===== config.mk =====
export PLATFORM = sky130hd
export DESIGN_NAME = pet2001_prg_loader
export DESIGN_NICKNAME = d
export VERILOG_FILES = /design/src/rtl/pet2001_prg_loader.sv
export SDC_FILE = /design/constraint.sdc
export NUM_CORES = 1
export LEC_CHECK = 0
export CAP_MARGIN = 40
export CORE_UTILIZATION = 56
export DETAILED_ROUTE_END_ITERATION = 10
export DONT_BUFFER_PORTS = 1
export GPL_ROUTABILITY_DRIVEN = 0
export PLACE_DENSITY_LB_ADDON = 0.1
export SKIP_LAST_GASP = 1
export SLEW_MARGIN = 25
export SYNTH_ARGS = -nofsm -noshare
export SYNTH_HDL_FRONTEND = slang
export SYNTH_SLANG_ARGS = --single-unit
export TNS_END_PERCENT = 30

===== constraint.sdc =====
create_clock -name clk -period 3.6 [get_ports clk]
set_clock_uncertainty 0.05 [all_clocks]
set_input_delay 0 -clock clk [delete_from_list [all_inputs] [get_ports clk]]
set_output_delay 0 -clock clk [all_outputs]
set_load 0.05 [all_outputs]

===== src/rtl/pet2001_prg_loader.sv =====
// pet2001_prg_loader: host PRG/ROM byte stream to PET DMA writes with BASIC pointer patch, optional PRG_AUTORUN_EN keyboard-buffer RUN
module pet2001_prg_loader #(
  parameter logic [15:0] PTR_BASE = 16'h002A
`ifdef PRG_AUTORUN_EN
  ,
  parameter logic [15:0] KBUF_ADDR = 16'h026F,
  parameter logic [15:0] KBCNT_ADDR = 16'h009E
`endif
) (
  input  logic        clk,
  input  logic        reset,
  input  logic        dl_active,
  input  logic        dl_type,
  input  logic        dl_wr,
  input  logic [7:0]  dl_data,
  output logic        dl_ready,
  output logic [15:0] dma_addr,
  output logic [7:0]  dma_din,
  output logic        dma_we,
  output logic        busy,
  output logic        done,
  output logic        err
);
  typedef enum logic [2:0] {
    IDLE, HDR_LO, HDR_HI, DATA, WR, PATCH,
`ifdef PRG_AUTORUN_EN
    KBUF,
`endif
    DONE
  } state_t;
  state_t state_q, state_d, ret_q, ret_d;
  logic rom_q, rom_d, act_q, has_data_q, has_data_d, err_q, err_d, wr_ok_q, wr_ok_d;
  logic [15:0] cursor_q, cursor_d, addr_q, addr_d, end_addr;
  logic [7:0] din_q, din_d;
  logic [2:0] idx_q, idx_d;
  logic rise;
  always_ff @(posedge clk) begin
    if (reset) begin
      state_q    <= IDLE;
      ret_q      <= IDLE;
      rom_q      <= 1'b0;
      act_q      <= 1'b0;
      has_data_q <= 1'b0;
      err_q      <= 1'b0;
      wr_ok_q    <= 1'b0;
      cursor_q   <= '0;
      addr_q     <= '0;
      din_q      <= '0;
      idx_q      <= '0;
    end else begin
      state_q    <= state_d;
      ret_q      <= ret_d;
      rom_q      <= rom_d;
      act_q      <= dl_active;
      has_data_q <= has_data_d;
      err_q      <= err_d;
      wr_ok_q    <= wr_ok_d;
      cursor_q   <= cursor_d;
      addr_q     <= addr_d;
      din_q      <= din_d;
      idx_q      <= idx_d;
    end
  end
  assign rise = dl_active & ~act_q;
  assign end_addr = cursor_q[15] ? 16'h8000 : cursor_q;
  always_comb begin
    state_d    = state_q;
    ret_d      = ret_q;
    rom_d      = rom_q;
    has_data_d = has_data_q;
    err_d      = err_q;
    wr_ok_d    = wr_ok_q;
    cursor_d   = cursor_q;
    addr_d     = addr_q;
    din_d      = din_q;
    idx_d      = idx_q;
    case (state_q)
      IDLE, DONE: if (rise) begin
        state_d    = dl_type ? DATA : HDR_LO;
        rom_d      = dl_type;
        err_d      = 1'b0;
        cursor_d   = '0;
        has_data_d = 1'b0;
        idx_d      = '0;
      end
      HDR_LO: if (!dl_active) begin
        err_d   = 1'b1;
        state_d = DONE;
      end else if (dl_wr) begin
        cursor_d[7:0] = dl_data;
        state_d       = HDR_HI;
      end
      HDR_HI: if (!dl_active) begin
        err_d   = 1'b1;
        state_d = DONE;
      end else if (dl_wr) begin
        cursor_d[15:8] = dl_data;
        state_d        = DATA;
      end
      DATA: if (!dl_active) begin
        state_d = (rom_q || !has_data_q) ? DONE : PATCH;
      end else if (dl_wr) begin
        has_data_d = 1'b1;
        addr_d     = rom_q ? {1'b1, cursor_q[14:0]} : cursor_q;
        din_d      = dl_data;
        wr_ok_d    = ~cursor_q[15];
        err_d      = err_q | cursor_q[15];
        ret_d      = DATA;
        state_d    = WR;
      end
      WR: begin
        state_d = ret_q;
        if (ret_q == DATA && !cursor_q[15]) cursor_d = cursor_q + 16'd1;
      end
      PATCH: if (idx_q == 3'd6) begin
        idx_d = '0;
`ifdef PRG_AUTORUN_EN
        state_d = KBUF;
`else
        state_d = DONE;
`endif
      end else begin
        addr_d  = PTR_BASE + {13'd0, idx_q};
        din_d   = idx_q[0] ? end_addr[15:8] : end_addr[7:0];
        wr_ok_d = 1'b1;
        ret_d   = PATCH;
        state_d = WR;
        idx_d   = idx_q + 3'd1;
      end
`ifdef PRG_AUTORUN_EN
      KBUF: if (idx_q == 3'd5) begin
        state_d = DONE;
      end else begin
        addr_d  = (idx_q == 3'd4) ? KBCNT_ADDR : KBUF_ADDR + {13'd0, idx_q};
        din_d   = (idx_q == 3'd0) ? 8'h52 : (idx_q == 3'd1) ? 8'h55 :
                  (idx_q == 3'd2) ? 8'h4E : (idx_q == 3'd3) ? 8'h0D : 8'h04;
        wr_ok_d = 1'b1;
        ret_d   = KBUF;
        state_d = WR;
        idx_d   = idx_q + 3'd1;
      end
`endif
      default: state_d = IDLE;
    endcase
  end
  always_comb begin
    dl_ready = state_q == HDR_LO || state_q == HDR_HI || state_q == DATA;
    dma_we   = state_q == WR && wr_ok_q;
    dma_addr = addr_q;
    dma_din  = din_q;
    busy     = !(state_q == IDLE || state_q == DONE);
    done     = state_q == DONE;
    err      = err_q;
  end
endmodule

==> results.md <==
* Worst Setup End Kind: register
* Placement Setup Slack at 1188 ps
* Layout cells sized above 1 at 0.06983
* Area grow syn2layout at 8.580%
* Yosys top cell area share at 0.3707
* Residual DRC count at 0
* All-layer global routing usage at 0.3006
* Switching portion of total power at 0.4314
* Top_reg_cell synth: dfxtp_1
* Worst R2R Setup Slack at about 590 ps
* Register bit total from synthesis at 54
* CTS H-tree depth at 2
* Pwr per Cell Area at 625.6 mW/mm^2
* Yosys warning total at 0
* Setup TNS at 0 ps
* # diodes at 0
* Minimum clock period at 3006 ps
* Syn_area_per_cell at 8.147 um^2
* Type of origin of the critical path: register
* Nets@finish at 374
* Worst-Skew Late Latency at 300 ps
* Initial DRC count at 343
* Syn_nets at 374
* Vias in the first global route at 2,484
* Max-cap violation count at 0
* Largest cells by area after synthesis: dfxtp_1 37%, nor2_1 7.2%, a221oi_1 4.2%, a21oi_1 3.9%, nor3_1 3.6%
* Commonest cells in the netlist: 56 x nor2_1, 54 x dfxtp_1, 23 x a21oi_1
* I/O Pins at 42
* Most frequent cell after synthesis: nor2_1
* R2r endpoint: cursor_q[5]
* Port-buffer cells at 0
* Worst reg-to-reg path cell count at 6
* FMAX at approximately 330 MHz
* Required @ worst endpoint at 3800 ps
* Sw power at 854.7 uW
* Seq pwr share at 0.445
* Setup violations, final at 0
* First-pass GRT wire length at 12,690 um
* Endpoints failing hold at 0
* Final period util at 0.8351
* Die Y-Extent at 74.17 um
* Synth cell types at 58
* Crit path DAT at roughly 3200 ps
* Crit path to: cursor_q[5]
* Die W at 74.17 um
* Antenna violations before repair at 0
* TritonCTS Sinks at 54
* Vias per cell at 6.548
* Peak supply drop at 0.3351 mV
* Crit path from: state_q[0]
* Number of synthesized flops with an enable pin at 0
* Rows at 25
* Dpl hpwl at 5261 um
* Asr flop ratio synth at 0
* Core Box Area at 0.004880 mm^2
* Clock root cell: clkbuf_8
* Die area at 0.005500 mm^2
* Reg clk slew, reported paths at 100 ps
* Clock share of power at 0.203
* CTS Buffer Depth at 2
* Mapped cell area at 0.002917 mm^2
* Run status: completed
* Final Max Tran Viols at 0
* Cts bufs inserted at 5
* CTS tree: done
* DR WL/cell at 18.62 um
* Grt ovf at 0
* Critical path class: register to register
* Combinational share of power at 0.352
* Worst rel slew slack at 0.4092
* Leak Pwr at 0.001076 uW
* Maximum number of pins on one net before global-route repair at 57
* R2r startpoint: state_q[0]
* # hold bufs at CTS at 15
* Post CTS Setup Buffer Count at 0
* Slew @ Worst Pin at between 800 and 900 ps
* Post_cts resized at 0
* Pre-Repair DR Iteration Count at 5
* Vias at 2,783
* Syn Inst Count at 358
* RSZ-0062 raised after global routing: false
* Initial core utilization at 0.5977
* Crit Path Max Fanout at 27
* Synth area leader: dfxtp_1
* Register area share after synthesis at 0.3707
* Worst hold-check path type: input port to register
* Internal power at 1126 uW
* Final wirelength at 7914 um
* Setup ws final at 593.6 ps
* Final ANT Viol Nets at 0
final cells by class:
type | count | area, um^2
fill | 442 | 1713
multi-input combinational | 273 | 1682
inverter | 4 | 15.01
tap | 67 | 83.83
timing repair buffer | 20 | 197.7
clock buffer | 5 | 68.82
sequential | 54 | 1081
clock inverter | 2 | 38.79
cells in the final DEF (no fill, tap or decap), types with 3 or more instances in the layout:
cell type / n
mux2i_1: 9
a21oi_1: 23
nor2_1: 56
nor4_1: 4
clkbuf_8: 5
a211oi_1: 5
and4_1: 3
a22oi_1: 12
inv_1: 4
nand3_1: 8
nor3_1: 21
buf_4: 5
ha_1: 3
xnor2_1: 4
a221oi_1: 14
dlygate4sd3_1: 14
nand2b_1: 8
dfxtp_1: 54
nand2_1: 22
and2_1: 4
o21ai_1: 5
nor2b_1: 5
and3_1: 3
o21ai_0: 16
a31oi_1: 4
worst min-delay path by stage:
stage,startpoint,endpoint,slack (ps),depth (start not counted)
6_report,dl_active,cursor_q[2],20,3
3_5_place_dp,reset,cursor_q[5],20,1
4_1_cts,dl_active,cursor_q[6],10,3
2_1_floorplan,dl_type,rom_q,90,2
5_1_grt,dl_active,cursor_q[6],30,3
3_3_place_gp,reset,cursor_q[5],20,1
power groups by stage:
| stage | combinational, uW | clock (uW) | sequential (uW) |
|---|---|---|---|
| final | 697 | 402 | 881 |
| after global routing | 764 | 428 | 895 |
| after CTS | 688 | 407 | 873 |
| after detailed placement | 652 | 0 | 888 |
| after global placement | 643 | 0 | 886 |
| after floorplan | 670 | 0 | 765 |
flip-flops by register name (all words and copies together) (netlist names):
name        cells
wr_ok_q         1
state_q         3
dma_din         8
act_q           1
idx_q           3
cursor_q       16
dma_addr       16
rom_q           1
has_data_q      1
err             1
ret_q           3
stage by stage:
step | utilization | area (um^2) | total power, uW | std cells | hold WS, ps
5_1_grt | 0.6490 | 3167 | 2087 | 425 | 28.70
2_1_floorplan | - | 2917 | 1435 | 358 | 93.94
6_report | 0.6490 | 3167 | 1981 | 425 | 15.03
3_3_place_gp | 0.5941 | 2899 | 1529 | 403 | 17.81
4_1_cts | 0.6490 | 3167 | 1968 | 425 | 13.73
3_5_place_dp | 0.5941 | 2899 | 1539 | 403 | 22.75
kinds of logic (layout without fill, tap and decap cells):
| kind of cell | count (synthesis) | after routing | share of synthesized area |
|---|---|---|---|
| fa+ha+maj | 3 | 3 | 0.01287 |
| xor+xnor | 4 | 4 | 0.01201 |
| flops | 54 | 54 | 0.3707 |
| simple gates | 152 | 152 | 0.2668 |
| buf+inv | 31 | 31 | 0.05276 |
| compound gates | 105 | 105 | 0.2540 |
| mux | 9 | 9 | 0.03089 |
per-layer routing:
metal	share of wire	up-vias	track usage
met3	0.088	13	0.06640
met4	0.012	0	0.06410
met5	0	-	0
met1	0.46	1311	0.4513
li1	-	1326	-
met2	0.44	133	0.4384
worst max-delay path, cell delays in order (launching register included):
cell and delay [ps]:
dfxtp_1 860, and3b_1 450, and2_4 250, a311oi_4 450, o21ai_0 200, a21oi_2 150, dlygate4sd3_1 540
Note: power is estimated with default switching activity, not from simulation.
